<file path="src/rtl/usb_tx_arbiter.sv">
// Packet-atomic AXI4-Stream arbiter sharing the USB packet-encoder input between the
// handshake generator, EP0 and bulk IN pipes, with a programmable inter-packet gap.
module usb_tx_arbiter #(
    parameter int GAP_CYCLES = 4,
    parameter int CBITS      = 11
) (
    input  logic             clock,
    input  logic             reset_n,
    input  logic             enable_i,
    input  logic             hsk_tvalid_i,
    output logic             hsk_tready_o,
    input  logic             hsk_tlast_i,
    input  logic [7:0]       hsk_tdata_i,
    input  logic             ctl_tvalid_i,
    output logic             ctl_tready_o,
    input  logic             ctl_tlast_i,
    input  logic [7:0]       ctl_tdata_i,
    input  logic             blk_tvalid_i,
    output logic             blk_tready_o,
    input  logic             blk_tlast_i,
    input  logic [7:0]       blk_tdata_i,
    output logic             m_tvalid_o,
    input  logic             m_tready_i,
    output logic             m_tlast_o,
    output logic [7:0]       m_tdata_o,
    output logic [1:0]       grant_o,
    output logic             busy_o,
    output logic             len_valid_o,
    output logic [CBITS-1:0] len_o
);
    typedef enum logic [1:0] {IDLE, XFER, GAP} state_t;

    localparam logic [1:0] G_NONE = 2'd0;
    localparam logic [1:0] G_HSK  = 2'd1;
    localparam logic [1:0] G_CTL  = 2'd2;
    localparam logic [1:0] G_BLK  = 2'd3;
    localparam logic [3:0] GAP_LOAD = (GAP_CYCLES == 0) ? 4'd0 : 4'(GAP_CYCLES - 1);
    localparam logic [CBITS-1:0] CNT_ONE = CBITS'(1);

    state_t           state_q, state_d;
    logic [1:0]       grant_q, grant_d;
    logic             rr_q, rr_d;
    logic [3:0]       gap_q, gap_d;
    logic [CBITS-1:0] cnt_q, cnt_d;
    logic [CBITS-1:0] len_q, len_d;
    logic             len_valid_q, len_valid_d;
    logic             beat;

    function automatic logic [CBITS-1:0] sat_inc(input logic [CBITS-1:0] v);
        return (v == {CBITS{1'b1}}) ? v : v + CNT_ONE;
    endfunction

    // Combinational pass-through of the granted source; nothing is forwarded without a grant.
    always_comb begin
        m_tvalid_o   = 1'b0;
        m_tlast_o    = 1'b0;
        m_tdata_o    = 8'd0;
        hsk_tready_o = 1'b0;
        ctl_tready_o = 1'b0;
        blk_tready_o = 1'b0;
        unique case (grant_q)
            G_HSK: begin
                m_tvalid_o   = hsk_tvalid_i;
                m_tlast_o    = hsk_tlast_i;
                m_tdata_o    = hsk_tdata_i;
                hsk_tready_o = m_tready_i;
            end
            G_CTL: begin
                m_tvalid_o   = ctl_tvalid_i;
                m_tlast_o    = ctl_tlast_i;
                m_tdata_o    = ctl_tdata_i;
                ctl_tready_o = m_tready_i;
            end
            G_BLK: begin
                m_tvalid_o   = blk_tvalid_i;
                m_tlast_o    = blk_tlast_i;
                m_tdata_o    = blk_tdata_i;
                blk_tready_o = m_tready_i;
            end
            default: ;
        endcase
    end

    assign beat = m_tvalid_o && m_tready_i;

    always_comb begin
        state_d     = state_q;
        grant_d     = grant_q;
        rr_d        = rr_q;
        gap_d       = gap_q;
        cnt_d       = cnt_q;
        len_d       = len_q;
        len_valid_d = 1'b0;
        unique case (state_q)
            IDLE: begin
                if (enable_i && (hsk_tvalid_i || ctl_tvalid_i || blk_tvalid_i)) begin
                    state_d = XFER;
                    if (hsk_tvalid_i)
                        grant_d = G_HSK;
                    else if (ctl_tvalid_i && (!blk_tvalid_i || !rr_q))
                        grant_d = G_CTL;
                    else
                        grant_d = G_BLK;
                end
            end
            XFER: begin
                if (beat) begin
                    if (m_tlast_o) begin
                        len_d       = sat_inc(cnt_q);
                        len_valid_d = 1'b1;
                        cnt_d       = '0;
                        // HSK packets do not disturb the CTL/BLK fairness pointer.
                        if (grant_q == G_CTL)
                            rr_d = 1'b1;
                        else if (grant_q == G_BLK)
                            rr_d = 1'b0;
                        grant_d = G_NONE;
                        gap_d   = GAP_LOAD;
                        state_d = (GAP_CYCLES == 0) ? IDLE : GAP;
                    end else begin
                        cnt_d = sat_inc(cnt_q);
                    end
                end
            end
            GAP: begin
                if (gap_q == 4'd0)
                    state_d = IDLE;
                else
                    gap_d = gap_q - 4'd1;
            end
            default: state_d = IDLE;
        endcase
    end

    always_ff @(posedge clock) begin
        if (!reset_n) begin
            state_q     <= IDLE;
            grant_q     <= G_NONE;
            rr_q        <= 1'b0;
            gap_q       <= 4'd0;
            cnt_q       <= '0;
            len_q       <= '0;
            len_valid_q <= 1'b0;
        end else begin
            state_q     <= state_d;
            grant_q     <= grant_d;
            rr_q        <= rr_d;
            gap_q       <= gap_d;
            cnt_q       <= cnt_d;
            len_q       <= len_d;
            len_valid_q <= len_valid_d;
        end
    end

    assign grant_o     = grant_q;
    assign busy_o      = (state_q != IDLE);
    assign len_valid_o = len_valid_q;
    assign len_o       = len_q;
endmodule

</file>
<file path="config.mk">
export PLATFORM = sky130hd
export DESIGN_NAME = usb_tx_arbiter
export DESIGN_NICKNAME = d
export VERILOG_FILES = /design/src/rtl/usb_tx_arbiter.sv
export SDC_FILE = /design/constraint.sdc
export NUM_CORES = 1
export LEC_CHECK = 0
export ABC_AREA = 1
export BUFFER_PORTS_ARGS = -buffer_cell sky130_fd_sc_hd__buf_2
export CORE_ASPECT_RATIO = 0.75
export CORE_MARGIN = 10
export CORE_UTILIZATION = 56
export CTS_BUF_LIST = sky130_fd_sc_hd__clkbuf_8
export DETAILED_ROUTE_END_ITERATION = 16
export GPL_ROUTABILITY_DRIVEN = 0
export GPL_TIMING_DRIVEN = 0
export PLACE_DENSITY = 0.88
export SETUP_SLACK_MARGIN = 0.02
export SYNTH_ARGS = -nofsm -noshare
export SYNTH_HDL_FRONTEND = slang
export SYNTH_SLANG_ARGS = --single-unit
</file>
<file path="constraint.sdc">
create_clock -name clock -period 2.6 [get_ports clock]
set_input_delay 0 -clock clock [delete_from_list [all_inputs] [get_ports clock]]
set_output_delay 0 -clock clock [all_outputs]
set_load 0.005 [all_outputs]
</file>
==> results.yml <==
status:
  status: "complete, no violations"
logic_synthesis:
  synthTopCellsByArea: "dfxtp_1 35%, nand2_1 19%, nand3_1 9.3%"
  syn_avg_cell_area_um2: 6.32
  syn_area_um2: 1840
  netlist.top_cell.by_area: "dfxtp_1"
  syn_inst: 291
  synth_edf_count: 0
  ys_ff_latch: 32
  mappedNetlistNets: 327
  synth-async-reset-ratio_pct: 0
  synth_top_area_share_pct: 34.9
  synth_flop_cell: "dfxtp_1"
  synth_seq_area_share_pct: 34.9
  yosysMostFrequentCell: "nand2_1"
  yosysWarningCount: 0
  synth_common_cells: "91 x nand2_1, 34 x nand3_1, 34 x nor2_1, 32 x dfxtp_1, 27 x inv_1"
  ys_types: 23
clock_tree:
  clock_path_buffers: 2
  cts_resized: 0
  h-tree-depth: 2
  clkSinkCount: 32
  cts_tree: "yes"
  clk_pin_slew_ps: 70
  clockRootBuffer: "clkbuf_8"
  cts_buffers: 5
  clock_latency_ps: 290
sta:
  fin_skew_ps: 8.12
  finalHoldViolCount: 0
  fmax_ghz: 0.571
  finalCriticalPeriod_ps: 1750
  slew_viol_final: 0
  setup-violations-final: 0
  maxSlewHeadroom_pct: 65.6
  rsz0062_at_grt: "false"
  fin_tns_setup_ps: 0
  worst_slack_ps: 849
  tightest_slew_ps: 514
  post-route-period-util_pct: 67.4
worst_setup_path:
  start_kind: "flip-flop"
  cp.arrival_ps: 1960
  worstSetupEndpointType: "flip-flop"
  critPathMaxStageDelay_ps: 420
  cp_num_buf_inv: 1
  reg2reg_slack_ps: 850
  crit_chain: "ha_1 -> nand2_1 -> nor2_2 -> nand3_1 -> buf_2 -> o21ai_0 -> nand2_1 -> a21oi_1"
  critical_path.max_fanout: 10
  cp.required_ps: 2810
  slowest_stage: "dfxtp_1"
  cp_common_cell: "nand2_1"
  cp_top_family: "simple AND/OR/NAND/NOR gates"
  critical_path_class: "reg -> reg"
cells_and_area:
  fillers: 261
  nets: 396
  layout-drive-gt1-share_pct: 24.1
  antennaDiodeCount: 0
  design_area_um2: 2330
  area_delta_synth_final_pct: 26.6
  final_core_util_pct: 76.5
routing:
  routedWlPerCell_um: 13.6
  routed_wl_um: 5440
  firstDrtPassIters: 5
  vias: 2126
  drtIter0Drc: 172
  drc_errors: 0
  ant_nets: 0
  vias_per_cell: 5.33
global_routing:
  antenna_found_initial: 0
  first_global_vias: 1891
  grt_max_degree: 11
  grt_overflow: 0
  grt_pass1_wl_um: 8590
  grtUsageTotal_pct: 17.4
pwr:
  finalPower_mw: 1.40
  power.leakage_nw: 1.12
  comb_power_share_pct: 24.7
  switching_power_uw: 416
  power_density_nw_per_um2: 600
  p_sw_share_pct: 29.8
  pwr-share-seq_pct: 38.1
  p_int_uw: 981
  clkPwrFrac_pct: 37.3
  ir_drop_v: 0.000462
floorplanning:
  die-height_um: 69.6
  io_pins: 62
  row_count: 17
  core_area_um2: 3040
  fp.dieW_um: 86.2
  start_util_pct: 60.4
  dieArea_um2: 6000
placed_design:
  place_ws_ps: 903
  io_buffers: 61
  placed_cell_area_um2: 2190
  hpwlAfterDp_um: 4250
worst_hold_path:
  hold_path_class: "in -> reg"
job:
  max_cap_viol_count: 0
[cells in the final DEF (no fill, tap or decap), drive strengths merged, types with 2 or more instances in the layout]
cell type / netlist / final
nand2: 91 / 91
buf: 7 / 68
nand3: 39 / 39
nor2: 38 / 38
dfxtp: 32 / 32
inv: 27 / 27
a21oi: 23 / 23
o21ai: 14 / 14
clkbuf: 4 / 11
nand4: 7 / 7
nor3: 3 / 3
ha: 2 / 2
[worst reg2reg max path, delay by kind of cell (launching register included)]
family | cells | cell delay, ps
flip-flops | 1 | 420
buffers and inverters | 1 | 210
AO/OA/AOI/OAI | 2 | 270
adder cells (fa/ha/maj) | 1 | 200
AND/OR/NAND/NOR | 4 | 580
[path summary, 6_finish.rpt]
path / startpoint / endpoint / depth (start not counted)
worst min register to register: len_o[3] / len_o[3] / 2
worst max-delay path: cnt_q[0] / len_o[2] / 8
worst min-delay path: hsk_tvalid_i / grant_o[1] / 4
worst max register to register: cnt_q[0] / len_o[2] / 8
[final cells by class]
type	instances	area, um^2	share of cell area, %
multi-input combinational	221	1020	43.9
sequential	32	641	27.5
timing repair buffer	62	315	13.5
inverter	27	101	4.35
clock buffer	7	96.3	4.14
buffer	11	73.8	3.17
tap	38	47.5	2.04
clock inverter	1	30.0	1.29
[sequential cells by signal, indices dropped and copies added (netlist names)]
signal / flops
cnt_q: 11
state_q: 2
len_o: 11
gap_q: 4
rr_q: 1
len_valid_o: 1
grant_o: 2
[repair_timing]
action	in CTS	in global routing
endpoints found under the hold margin	2	0
setup buffers	0	0
hold buffers	1	0
[power by group through the flow]
| stage | clock [mW] | sequential (mW) | combinational [mW] |
|---|---|---|---|
| finish | 0.521 | 0.532 | 0.345 |
| global route | 0.552 | 0.534 | 0.390 |
| CTS | 0.528 | 0.531 | 0.344 |
| detailed placement | 0 | 0.542 | 0.339 |
| global placement | 0 | 0.541 | 0.329 |
| floorplan | 0 | 0.539 | 0.213 |
[metal layers]
layer	up-vias	routed length, um	GRT usage [%]
li1	1081	-	-
met1	954	2200	19.9
met2	82	2620	28.3
met3	9	547	6.44
met4	0	80	6.52
met5	-	0	0
[cell families after synthesis]
kind of cell    count (synthesis)  synth area share (%)
compound gates                 39                  11.0
fa+ha+maj                       2                  1.36
buf+inv                        38                  9.53
flops                          32                  34.9
simple gates                  180                  43.2
[metrics by stage]
step,hold slack [ps],std cells
2_1_floorplan,100,291
3_3_place_gp,252,390
3_5_place_dp,264,390
4_1_cts,40.9,399
5_1_grt,65.5,399
6_report,48.6,399
No activity file was read; power rests on OpenSTA's default activity.
